--- src/rtl/exu_alu_arb.sv ---
// Purpose : shares one combinational EXU ALU between port 0 (EXU issue) and port 1 (LSU aux) with
//           round-robin grant and a one-entry registered result buffer per port.
// Latency : a request accepted in cycle T has its result valid in cycle T+1; 1 op/cycle total.
// Backpr. : a port is eligible only if its buffer is empty or draining this cycle, so a stalled
//           consumer blocks only its own port and buffered results are never overwritten.
//
// Ports   : clk, rst (synchronous, active high)
//           req{0,1}_valid/_ready/_a/_b/_funct : request channels (ready = grant, combinational)
//           rsp{0,1}_valid/_ready/_result      : registered response buffers
//           alu_a/alu_b/alu_funct -> ALU, alu_result <- ALU (combinational)
// Config  : define EXU_ALU_ARB_FIXED_PRIO_EN for fixed priority (port 0 wins whenever eligible);
//           last_grant is still tracked in that build but does not affect arbitration.

module exu_alu_arb #(
  parameter int                  DATA_W     = 32,
  parameter int                  FUNCT_W    = 4,
  parameter logic [FUNCT_W-1:0]  IDLE_FUNCT = '0
) (
  input  logic               clk,
  input  logic               rst,

  input  logic               req0_valid,
  output logic               req0_ready,
  input  logic [DATA_W-1:0]  req0_a,
  input  logic [DATA_W-1:0]  req0_b,
  input  logic [FUNCT_W-1:0] req0_funct,
  output logic               rsp0_valid,
  input  logic               rsp0_ready,
  output logic [DATA_W-1:0]  rsp0_result,

  input  logic               req1_valid,
  output logic               req1_ready,
  input  logic [DATA_W-1:0]  req1_a,
  input  logic [DATA_W-1:0]  req1_b,
  input  logic [FUNCT_W-1:0] req1_funct,
  output logic               rsp1_valid,
  input  logic               rsp1_ready,
  output logic [DATA_W-1:0]  rsp1_result,

  output logic [DATA_W-1:0]  alu_a,
  output logic [DATA_W-1:0]  alu_b,
  output logic [FUNCT_W-1:0] alu_funct,
  input  logic [DATA_W-1:0]  alu_result
);

  // 0 = port 0 was granted most recently, 1 = port 1.
  logic last_grant;
  logic elig0, elig1;
  logic grant0, grant1;

  // A buffer being drained this cycle can take a new result at the same edge.
  assign elig0 = req0_valid && (!rsp0_valid || rsp0_ready);
  assign elig1 = req1_valid && (!rsp1_valid || rsp1_ready);

  // Grants are suppressed during reset so nothing accepted in a reset cycle
  // produces a response afterwards.
  always_comb begin
    grant0 = 1'b0;
    grant1 = 1'b0;
    if (!rst) begin
`ifdef EXU_ALU_ARB_FIXED_PRIO_EN
      grant0 = elig0;
      grant1 = elig1 && !elig0;
`else
      // On a tie the port that did not win last time goes first.
      grant0 = elig0 && (!elig1 || last_grant);
      grant1 = elig1 && (!elig0 || !last_grant);
`endif
    end
  end

  assign req0_ready = grant0;
  assign req1_ready = grant1;

  // Winner's operands go to the ALU; a quiet idle pattern otherwise.
  always_comb begin
    alu_a     = '0;
    alu_b     = '0;
    alu_funct = IDLE_FUNCT;
    if (grant0) begin
      alu_a     = req0_a;
      alu_b     = req0_b;
      alu_funct = req0_funct;
    end else if (grant1) begin
      alu_a     = req1_a;
      alu_b     = req1_b;
      alu_funct = req1_funct;
    end
  end

  always_ff @(posedge clk) begin
    if (rst) begin
      rsp0_valid  <= 1'b0;
      rsp0_result <= '0;
      rsp1_valid  <= 1'b0;
      rsp1_result <= '0;
      last_grant  <= 1'b1;
    end else begin
      // A new grant takes priority over draining: refill keeps valid high.
      if (grant0) begin
        rsp0_result <= alu_result;
        rsp0_valid  <= 1'b1;
      end else if (rsp0_valid && rsp0_ready) begin
        rsp0_valid  <= 1'b0;
      end

      if (grant1) begin
        rsp1_result <= alu_result;
        rsp1_valid  <= 1'b1;
      end else if (rsp1_valid && rsp1_ready) begin
        rsp1_valid  <= 1'b0;
      end

      if (grant0) begin
        last_grant <= 1'b0;
      end else if (grant1) begin
        last_grant <= 1'b1;
      end
    end
  end

endmodule

--- config.mk ---
export PLATFORM = sky130hd
export DESIGN_NAME = exu_alu_arb
export DESIGN_NICKNAME = d
export VERILOG_FILES = /design/src/rtl/exu_alu_arb.sv
export SDC_FILE = /design/constraint.sdc
export NUM_CORES = 1
export LEC_CHECK = 0
export CORE_AREA = 4 4 119 121
export DETAILED_ROUTE_END_ITERATION = 7
export DIE_AREA = 0 0 123 125
export PLACE_DENSITY_LB_ADDON = 0.1
export SLEW_MARGIN = 10
export SYNTH_ARGS = -nofsm -noshare
export SYNTH_HDL_FRONTEND = slang
export SYNTH_SLANG_ARGS = --single-unit
--- constraint.sdc ---
create_clock -name clk -period 3.6 [get_ports clk]
set_clock_uncertainty 0.2 [all_clocks]
set_input_delay 0.36 -clock clk [delete_from_list [all_inputs] [get_ports clk]]
set_output_delay 0.36 -clock clk [all_outputs]
set_load 0.01 [all_outputs]
# Word level (Yosys, flattened, before mapping)

Cells that the tools add are included.

Multiplexer cells: 14
Reductions and logical operators: 18

Operators with widths:

| operator           | count |
|---|---|
| 32-bit 2-to-1 mux  | 4 |
| 1-bit 2-to-1 mux   | 8 |
| 4-bit 2-to-1 mux   | 2 |
| 1-bit logical AND  | 6 |
| 2-bit nonzero test | 3 |
| 1-bit logical NOT  | 5 |
| 1-bit logical OR   | 4 |

Flip-flop bits (word level): 67
Bits of input ports: 174
Output and inout bits: 136
Word-level logic and storage cells: 37

# Depth between registers and ports, before layout

Gate-level depths: netlist of the first run.

Depth after elaboration: 9
Depth in mapped cells: 5
Gate-level depth less buffers: 3

# Worst setup path after synthesis of the first run

Ideal clock, no wire load.

Path kind: flip-flop to output port
Start: reg rsp0_valid
End: out alu_a[12]
Arrival: 1,301 ps
Required time: 3,040 ps
Path slack: 1,739 ps
Stages on the path, launching flop included: 6
Buffers on the path: 2
Cell sequence: dfxtp_1 -> nor2b_1 -> o211ai_1 -> buf_4 -> buf_2 -> o32ai_1

Longest elaborated chain between the ends: 9
Elaborated cells on any way between the ends: 11
Classes of those cells: 4 x mux; 7 x reduce/logical

Ends and longest elaborated chain:

| what                   | RTL line | text |
|---|---|---|
| start, declared        | 27       | `output logic rsp0_valid,` |
| start signal, assigned | 93       | `rsp0_valid <= 1'b0;` |
| start signal, assigned | 102      | `rsp0_valid <= 1'b1;` |
| start signal, assigned | 104      | `rsp0_valid <= 1'b0;` |
| 1-bit logical NOT (*)  | 52       | `assign elig0 = req0_valid && (!rsp0_valid \|\| rsp0_ready);` |
| 1-bit logical OR (*)   | 52       |  |
| 1-bit logical AND (*)  | 52       |  |
| 1-bit logical NOT      | 67       | `grant1 = elig1 && (!elig0 \|\| !last_grant);` |
| 1-bit logical OR       | 67       |  |
| 1-bit logical AND      | 67       |  |
| 1-bit 2-to-1 mux       | 60       | `if (!rst) begin` |
| 32-bit 2-to-1 mux      | 84       | `end else if (grant1) begin` |
| 32-bit 2-to-1 mux (*)  | 80       | `if (grant0) begin` |
| end, declared          | 40       | `output logic [DATA_W-1:0] alu_a,` |

Mark *: on every way between the ends. The rest lies on a longest branch, timed or not.

# Worst setup path after layout of the first run

Start: in req0_valid
End: out alu_funct[2]

Longest elaborated chain between the ends: 7
Elaborated cells on any way between the ends: 9
Classes of those cells: 4 x mux; 5 x reduce/logical

Ends and longest elaborated chain:

| what                  | RTL line | text |
|---|---|---|
| start, declared       | 22       | `input logic req0_valid,` |
| 1-bit logical AND (*) | 52       |  |
| 1-bit logical NOT     | 67       |  |
| 1-bit logical OR      | 67       |  |
| 1-bit logical AND     | 67       |  |
| 1-bit 2-to-1 mux      | 60       |  |
| 4-bit 2-to-1 mux      | 84       |  |
| 4-bit 2-to-1 mux (*)  | 80       |  |
| end, declared         | 42       | `output logic [FUNCT_W-1:0] alu_funct,` |

Marked as above.

==> impl_results.md, run 1 <==
* Most common cell after layout, fill and taps aside: clkdlybuf4s50_1
* Worst path required time at 3.04 ns
* P_int at ~1.8 mW
* Placed cell count at about 940
* Critical path endpoint category: output port
* Pwr dens at between 300 and 400 nW/um2
* R2R setup slack at roughly 1.5 ns
* Setup crit start: req0_valid
* All-layer global routing usage at between 20% and 30%
* Maximum root-to-sink buffer count at 2
* Inserted Diodes at 0
* Final instance area at between 7000 and 8000 um2
* # IOs at 310
* Starting Density at approximately a third
* Final core utilization at 59.4%
* Post-route DRC violation count at 0
* Final Setup Violations at 0
* DR vias/cell at roughly 4.7
* Synth Area in Adders at 0%
* CTS tree: done
* Wire per inst at ~17 um
* DRT iter0 DRCs at 210
* Status: finished clean
* First-pass GRT wire length at about 24 mm
* Initial antenna violation count at 4
* # Post-CTS Setup Buffers at 0
* Synth cell types at 21
* Period utilization at between 80% and 90%
* Vias in the first global route at 4445
* Routed wire length at ~16 mm
* Post-synthesis xor/xnor area fraction at 0%
* CTS resizes at 0
* Critical Path AT at roughly 2.5 ns
* Hold_buf cts at 0
* Hold Crit Class: register to register
* Mapped Nets at between 600 and 700
* Synth Instances at around 500
* Gp weighted congestion at roughly 0.89
* CTS buffer count at 9
* Worst Setup EP: alu_funct[2]
* Die ar. at 15400 um2
* Via count at approximately 4500
* Clock sink total at 67
* Yosys top cell area share at a little over 30%
* Simple-Gate Fraction of Synth Area at about a quarter
* Final setup TNS at 0 ns
* Slowest cell delay on critical path at ~0.56 ns
* Remaining global-route overflow at 0
* Top cells by area, synth: dfxtp_1, nand2b_1, mux2i_1
* Synth warn at 0
* Clk pwr share at 33.9%
* Clock root buffer: clkbuf_16
* CP max stage cell: clkdlybuf4s50_1
* Area growth from synthesis to layout at 78.5%
* Sw Pwr at 0.645 mW
* Worst Setup Path Type: primary input to output port
* Worst-Margin Slew at 0.768 ns
* RSZ-0062 raised after global routing: false
* Fmax at between 300 and 400 MHz
* Core area at about 13000 um2
* Logic gate share of total power at 32.5%
* Final worst path period need at 3.01 ns
* CP Max Fanout at 25
* Post-synthesis mux area share at 14.7%
* Non-Filler Instances at around 960
* Crit-path cells: clkdlybuf4s50_1 -> nand2_1 -> o211ai_1 -> buf_4 -> o32ai_1 -> clkdlybuf4s50_1
* Multi-input logic area at 2480 um2
* Post-synthesis compound-gate area fraction at ~17%
* CP dominant cell by count: clkdlybuf4s50_1
* PortBufs at just over 300
* Fillers at around 1100
* Placed Instance Area at between 7000 and 8000 um2
* Avg Cell Area, Syn at around 8.7 um2
* VDD IR max at between 0.0002 and 0.0003 V
* CTS H-tree lvls at 3
* FF-to-FF End: rsp1_result[18]$_SDFFE_PP0N_
* Flops & latches, synth at 67
* Pins over their slew limit at 0
* Pin count of the biggest net entering global routing at 84
* FP Rows at between 40 and 50
* R2r startpoint: rsp0_valid$_SDFFE_PP0P_
* Hold_ws at roughly 0.27 ns
* Seq pwr share at between 30% and 40%
* FF/Latch Area at 1340 um2
* Max-Cap Viols at 0
* Fraction of layout cells with a size suffix above 1 at around 4.5%
* Die Wd at between 100 and 150 um
* Mapped Area at 4350 um2
* Yosys top cell by area: dfxtp_1
* Largest family of logic cells by synthesized area: simple AND/OR/NAND/NOR gates
* Die Y at ~130 um
* Nets at between 900 and 1000
* FF-to-FF path depth at 4
* First-pass detailed-route iteration total at 4
* Post-detail-place hpwl at between 10 and 15 mm
* Sequential-to-total area share from yosys stat at between 30% and 40%
* Clock-pin slew on the worst setup and hold paths at roughly 0.050 ns
* Startpoint types: primary input
* Final Hold Viols at 0
* Static Leak at between 3 and 4 nW
* Slew HR at about half
* Switching share of power at between 20% and 30%
* Clk Latency, worst-skew pair at ~0.32 ns
* Post-DRT Antenna Nets at 0
* Commonest non-fill, non-tap cells in the layout: clkdlybuf4s50_1, nand2b_1, inv_1
final cells by class:
| cell class | instances | share of cell area (%) |
|---|---|---|
| well taps | 176 | 2.83 |
| flip-flops and latches | 67 | 17.3 |
| clock inverters | 4 | 0.676 |
| clock buffers | 11 | 2.99 |
| multi-input cells | 315 | 31.9 |
| inverters | 68 | 3.28 |
| repair buffers | 317 | 41.0 |
synthesized netlist by cell type:
library cell,instances
nand2b_1,167
a21oi_1,3
buf_4,3
inv_1,68
mux2i_1,64
clkbuf_1,27
o211a_1,2
o21ai_0,2
nor2_1,3
o211ai_1,1
o21bai_1,1
buf_2,11
dfxtp_1,67
nor2b_1,1
buf_12,3
o211ai_2,1
and2b_1,1
nand2_1,1
o32ai_1,56
buf_6,4
o32ai_2,12
sequential cells by signal, indices dropped and copies added (netlist names):
| name | count |
|---|---|
| rsp0_result | 32 |
| rsp1_valid | 1 |
| rsp0_valid | 1 |
| last_grant | 1 |
| rsp1_result | 32 |
worst max-delay path: cells and delay by family:
kind / cells / cell delay (ns)
buffers and inverters: 3 / 1.45
AO/OA/AOI/OAI: 2 / 0.52
AND/OR/NAND/NOR: 1 / 0.13
kinds of logic after synthesis:
family,Yosys count
and+or+nand+nor,173
buffers and inverters,116
AOI/OAI and AO/OA,78
DFF,67
muxes,64
worst min path at each step:
stage                                            start                      endpoint  slack, ns  depth (start not counted)
final                     rsp1_result[24]$_SDFFE_PP0N_  rsp1_result[24]$_SDFFE_PP0N_       0.27                          2
after CTS                 rsp1_result[22]$_SDFFE_PP0N_  rsp1_result[22]$_SDFFE_PP0N_       0.28                          2
after floorplan                last_grant$_SDFFE_PP1P_       last_grant$_SDFFE_PP1P_       0.28                          2
after global routing       rsp0_result[2]$_SDFFE_PP0P_   rsp0_result[2]$_SDFFE_PP0P_       0.29                          2
after detailed placement  rsp1_result[22]$_SDFFE_PP0N_  rsp1_result[22]$_SDFFE_PP0N_       0.27                          2
after global placement    rsp1_result[20]$_SDFFE_PP0N_  rsp1_result[20]$_SDFFE_PP0N_       0.26                          2
metal layers:
metal	global-route usage, %	up-vias	part of all wire [%]	routed length (um)
met1	22.6	2060	39	6370
met3	8.40	26	10	1690
met4	4.10	8	1.5	242
met5	0	-	0.34	56
met2	35.3	173	49	8130
li1	-	2230	-	-
per-stage QoR:
step	total power [mW]	worst slack (ns)
after floorplan	1.19	1.74
after global placement	1.63	0.690
after detailed placement	1.64	0.608
after CTS	2.49	0.590
after global routing	2.58	0.464
final	2.45	0.586
power groups by stage:
| stage | sequential [mW] | clock [mW] | combinational (mW) |
|---|---|---|---|
| finish | 0.824 | 0.833 | 0.797 |
| detailed placement | 0.839 | 0 | 0.802 |
| global placement | 0.837 | 0 | 0.794 |
| CTS | 0.825 | 0.862 | 0.806 |
| floorplan | 0.861 | 0 | 0.329 |
| global route | 0.830 | 0.895 | 0.855 |
Power figures use the tool's default switching activity.
==> run 2, diff against run 1 <==
--- a/config.mk
+++ b/config.mk
@@ -5,9 +5,10 @@
 export SDC_FILE = /design/constraint.sdc
 export NUM_CORES = 1
 export LEC_CHECK = 0
-export CORE_AREA = 4 4 119 121
+export CORE_ASPECT_RATIO = 0.8
+export CORE_MARGIN = 4
+export CORE_UTILIZATION = 32
 export DETAILED_ROUTE_END_ITERATION = 7
-export DIE_AREA = 0 0 123 125
 export PLACE_DENSITY_LB_ADDON = 0.1
 export SLEW_MARGIN = 10
 export SYNTH_ARGS = -nofsm -noshare
==> constraint.sdc (replaced) <==
create_clock -name clk -period 2.57 [get_ports clk]
set_clock_uncertainty 0.2 [all_clocks]
set_input_delay 0.257 -clock clk [delete_from_list [all_inputs] [get_ports clk]]
set_output_delay 0.257 -clock clk [all_outputs]
set_load 0.01 [all_outputs]
==> impl_results.md, run 2 (synthesis results as in run 1) <==
* Wire per inst at 16.8 um (-2.2%)
* # IOs at 310 (unchanged)
* Initial antenna violation count at 0 (-4)
* Final setup TNS at 0 ns (unchanged)
* Max-Cap Viols at 0 (unchanged)
* Critical path endpoint category: output port
* Worst Setup Path Type: primary input to output port
* PortBufs at 309 (unchanged)
* CTS buffer count at 9 (unchanged)
* Clock root buffer: clkbuf_16
* Clk Latency, worst-skew pair at 0.33 ns (about the same)
* Nets at 975 (+2.4%)
* GR met2 Demand/Resource at 36.3% (+1.1 points)
* Post-route DRC violation count at 0 (unchanged)
* Period utilization at between 90% and 100%
* RSZ-0062 raised after global routing: false
* Fillers at 1135 (-0.18%)
* Hold_ws at 0.270 ns (-0.00327 ns)
* Pins over their slew limit at 0 (unchanged)
* Static Leak at 3.69 nW (+20%)
* Post-DRT Antenna Nets at 0 (unchanged)
* FP Rows at 37 (-12%)
* Fraction of layout cells with a size suffix above 1 at 7.94% (+3.5 points)
* Worst-Margin Slew at 0.489 ns (-0.279 ns)
* Starting Density at 33.2% (-0.041 points)
* Clock sink total at 67 (unchanged)
* Final Setup Violations at 0 (unchanged)
* Critical Path AT at 2.01 ns (-0.44 ns)
* Startpoint types: primary input
* Worst path required time at 2.11 ns (-0.93 ns)
* Gp weighted congestion at 0.888 (unchanged)
* CTS H-tree lvls at 3 (unchanged)
* CTS tree: done
* Final worst path period need at ~2.5 ns
* Remaining global-route overflow at 0 (unchanged)
* First-pass GRT wire length at 24.9 mm (+2.0%)
* VDD IR max at 0.000309 V (+10%)
* Met3 usage at 8.05% (-0.35 points)
* First-pass detailed-route iteration total at 4 (unchanged)
* Post-detail-place hpwl at 13.0 mm (+2.0%)
* Die Wd at 138 um (+13%)
* Area growth from synthesis to layout at 84.3%
* Core area at 13100 um2 (+0.12%)
* Via count at 4616 (+2.6%)
* Final Hold Viols at 0 (unchanged)
* Commonest non-fill, non-tap cells in the layout: clkdlybuf4s50_1, nand2b_1, inv_1
* Vias in the first global route at 4670 (+5.1%)
* Slew HR at 67.4% (+19 points)
* Hold Crit Class: register to register
* Maximum root-to-sink buffer count at 2 (unchanged)
* DR vias/cell at 4.71 (+0.24%)
* Clock-pin slew on the worst setup and hold paths at 0.05 ns (about the same)
* Most Crowded Layer GR: met2
* Placed cell count at 963 (+2.1%)
* Routing usage on met1 at 21.6% (-1.1 points)
* DRT iter0 DRCs at 239 (+14%)
* Die ar. at 15500 um2 (+1.1%)
* Final core utilization at 61.2% (+1.9 points)
* Inserted Diodes at 0 (unchanged)
* Pin count of the biggest net entering global routing at 58 (-31%)
* CP Max Fanout at 13 (-48%)
* Final instance area at 8020 um2 (+3.3%)
* Most common cell after layout, fill and taps aside: clkdlybuf4s50_1
* Routed wire length at 16.5 mm (+0.15%)
* Die Y at 112 um (-10%)
* All-layer global routing usage at 19.7% (-0.32 points)
* Hold_buf cts at 0 (unchanged)
* Fmax at roughly 400 MHz
* Biggest regs: rsp0_result (32), rsp1_result (32)
* Placed Instance Area at 7690 um2 (+2.8%)
* Status: finished clean
* Non-Filler Instances at 981 (+2.4%)
* Pwr dens at 436 nW/um2 (+38%)
## run 2: layout make-up
cell class	count	area (um2)	share of cell area, %
clock buffers	11	243	3.03
inverters	68	255	3.18
flip-flops and latches	67	1340	16.7
multi-input cells	315	2510	31.2
well taps	175	219	2.73
repair buffers	340	3410	42.5
clock inverters	5	52.6	0.655
## run 2: path summary, 6_finish.rpt
path / slack (ns) / to / cells after the start / start
worst max-delay path: 0.10 / req0_ready / 6 / rsp1_ready
worst min-delay path: 0.27 / rsp0_result[14]$_SDFFE_PP0P_ / 2 / rsp0_result[14]$_SDFFE_PP0P_
worst max register to register: 0.58 / rsp0_result[25]$_SDFFE_PP0P_ / 6 / last_grant$_SDFFE_PP1P_
worst min register to register: 0.27 / rsp0_result[14]$_SDFFE_PP0P_ / 2 / rsp0_result[14]$_SDFFE_PP0P_
## run 2: per-stage QoR
stage               power (mW)  setup WS, ns
floorplan                 1.67         0.812
global placement          2.34        -0.126
detailed placement        2.35        -0.136
CTS                       3.54      0.000591
global route              3.66       0.00632
finish                    3.50         0.105
## run 2: repair_timing
action                                  4_1_cts  5_1_grt
endpoints found under the setup margin       48       19
hold endpoints to repair                      0        0
pin swaps                                     0        1
gates resized for setup                      54       18
buffers inserted                              0        1
cloned                                        0        1
## run 2: critical path: stages
cell and delay (ns):
clkdlybuf4s50_1 0.47, and2b_1 0.22, o211ai_4 0.28, buf_12 0.19, nor2_1 0.07, clkdlybuf4s50_1 0.51
## run 2: layer usage
metal / wire length, um / share of wire (%)
met2: 8450 / 51
met4: 190 / 1.2
met3: 1450 / 8.8
met1: 6430 / 39
met5: 0 / 0
## run 2: where the power goes
group / total, mW / switching (mW) / internal (mW)
Sequential: 1.16 / 0.0422 / 1.11
Clock: 1.20 / 0.430 / 0.771
Combinational: 1.14 / 0.459 / 0.678
==> run 3, diff against run 2 <==
--- a/config.mk
+++ b/config.mk
@@ -5,9 +5,11 @@
 export SDC_FILE = /design/constraint.sdc
 export NUM_CORES = 1
 export LEC_CHECK = 0
+export CELL_PAD_IN_SITES_DETAIL_PLACEMENT = 2
+export CELL_PAD_IN_SITES_GLOBAL_PLACEMENT = 2
 export CORE_ASPECT_RATIO = 0.8
 export CORE_MARGIN = 4
-export CORE_UTILIZATION = 32
+export CORE_UTILIZATION = 16
 export DETAILED_ROUTE_END_ITERATION = 7
 export PLACE_DENSITY_LB_ADDON = 0.1
 export SLEW_MARGIN = 10
==> impl_results.md, run 3 (synthesis results as in run 1) <==
* Period utilization at 94.1% (-1.8 points)
* Final core utilization at 30.5% (-31 points)
* Post-route DRC violation count at 0 (unchanged)
* Hold_ws at 0.247 ns (-0.0234 ns)
* Non-Filler Instances at 1155 (+18%)
* CTS tree: done
* FF-to-FF End: rsp1_result[20]$_SDFFE_PP0N_
* Wire per inst at 18.1 um (+7.7%)
* Via count at 4713 (+2.1%)
* Remaining global-route overflow at 0 (unchanged)
* R2r startpoint: rsp0_valid$_SDFFE_PP0P_
* Placed cell count at 1139 (+18%)
* Worst hold endpoint: rsp0_valid$_SDFFE_PP0P_
* Clock root buffer: clkbuf_16
* Critical path endpoint category: output port
* Vias in the first global route at 5329 (+14%)
* Area growth from synthesis to layout at 85.8%
* Setup crit start: rsp1_ready
* First-pass detailed-route iteration total at 4 (unchanged)
* Fraction of layout cells with a size suffix above 1 at 6.89% (-1.0 points)
* FF-to-FF path depth at 4 (-2)
* Final worst path period need at 2.42 ns (-0.0462 ns)
* Die ar. at 29900 um2 (+93%)
* Fin worst setup slack at 0.151 ns (+0.0462 ns)
* Fmax at 413 MHz (+1.9%)
* Die Wd at 192 um (+39%)
* Critical Path AT at 1.96 ns (-0.05 ns)
* Status: finished clean
* FP Rows at 53 (+43%)
* Max-Cap Viols at 0 (unchanged)
* Startpoint types: primary input
* Slew HR at 26.7% (-41 points)
* Biggest regs: rsp0_result (32), rsp1_result (32)
* Placed Instance Area at 7870 um2 (+2.3%)
* Pin count of the biggest net entering global routing at 63 (+8.6%)
* Worst Setup Path Type: primary input to output port
* Setup WS pre-CTS at -0.126 ns (+0.0107 ns)
* Final Setup Violations at 0 (unchanged)
* CTS buffer count at 9 (unchanged)
* First-pass GRT wire length at 31.1 mm (+25%)
* Nets at 967 (-0.82%)
* All-layer global routing usage at 13.3% (-6.5 points)
* RSZ-0062 raised after global routing: false
* Commonest non-fill, non-tap cells in the layout: clkdlybuf4s50_1, nand2b_1, dlygate4sd2_1
* Hold Crit Depth at 3 (+1)
* Post-detail-place hpwl at 16.7 mm (+29%)
* Post-DRT Antenna Nets at 0 (unchanged)
* Clock-pin slew on the worst setup and hold paths at 0.06 ns (about the same)
* VDD IR max at 0.000292 V (-5.6%)
* Hold_buf cts at 0 (unchanged)
* Final setup TNS at 0 ns (unchanged)
* Final Power at 3.54 mW (+1.4%)
* CP Max Fanout at 10 (-3)
* Pins over their slew limit at 0 (unchanged)
* Static Leak at 3.45 nW (-6.6%)
* Maximum root-to-sink buffer count at 2 (unchanged)
* Pwr dens at 438 nW/um2 (+0.58%)
* Final instance area at 8090 um2 (+0.81%)
* Inserted Diodes at 0 (unchanged)
* # IOs at 310 (unchanged)
* Worst-Margin Slew at 1.10 ns (+0.610 ns)
* Worst path required time at 2.11 ns (about the same)
* R2R setup slack at 0.37 ns (-0.21 ns)
* Die Y at 156 um (+38%)
* Starting Density at 16.4% (-17 points)
* DRT iter0 DRCs at 119 (-50%)
* # Post-CTS Setup Buffers at 0 (unchanged)
* Routed wire length at 20.9 mm (+27%)
* Clock sink total at 67 (unchanged)
* Final Hold Viols at 0 (unchanged)
* Clk Latency, worst-skew pair at 0.33 ns (about the same)
* CTS H-tree lvls at 3 (unchanged)
* Initial antenna violation count at 0 (unchanged)
* PortBufs at 309 (unchanged)
* DR vias/cell at 4.08 (-13%)
* Most common cell after layout, fill and taps aside: clkdlybuf4s50_1
* CTS resizes at 71 (+31%)
* Core area at 26500 um2 (+100%)
* Gp weighted congestion at 0.802 (-9.7%)
* HP Start: req0_valid
* Hold Crit Class: primary input to register
[run 3: cell count changes in the layout (fill, tap and decap cells not counted), moves of 2 or more]
cell and change:
buf_6 +2, inv_6 +2, dlymetal6s2s_1 -16, clkinv_2 -2, o32ai_2 -3, buf_4 -8
dlygate4sd2_1 +19, o32ai_1 +3, clkdlybuf4s50_1 -3
[run 3: report_power, final]
group          internal [mW]  switching (mW)  leakage, nW
sequential              1.11          0.0424        0.551
combinational          0.650           0.475         2.76
clock                  0.758           0.504        0.142
total                   2.52            1.02         3.45
[run 3: worst max path at each step]
stage	to	slack [ns]
floorplan	alu_a[12]	0.81
global placement	alu_b[14]	-0.09
detailed placement	alu_a[19]	-0.13
CTS	req1_ready	0.06
global route	alu_a[19]	0.02
finish	alu_a[25]	0.15
[run 3: worst max-delay path, stage by stage]
cell and delay (ns):
clkdlybuf4s50_1 0.47, and2b_1 0.22, o211ai_4 0.24, buf_4 0.24
buf_12 0.15, o32ai_2 0.07, dlygate4sd2_1 0.29
[run 3: final cells by class]
| class | count | area [um2] |
|---|---|---|
| fillers | 2995 | 18400 |
| repair buffers | 332 | 3260 |
| multi-input cells | 315 | 2480 |
| flip-flops and latches | 67 | 1340 |
| well taps | 357 | 447 |
| inverters | 68 | 255 |
| clock buffers | 9 | 225 |
| clock inverters | 7 | 76.3 |
[run 3: layer usage]
metal	up-vias	global-route usage (%)	wire length (um)
li1	2270	-	-
met2	138	25.1	11400
met3	15	4.14	1330
met1	2290	14.6	7940
met5	-	0	0
met4	0	2.55	286
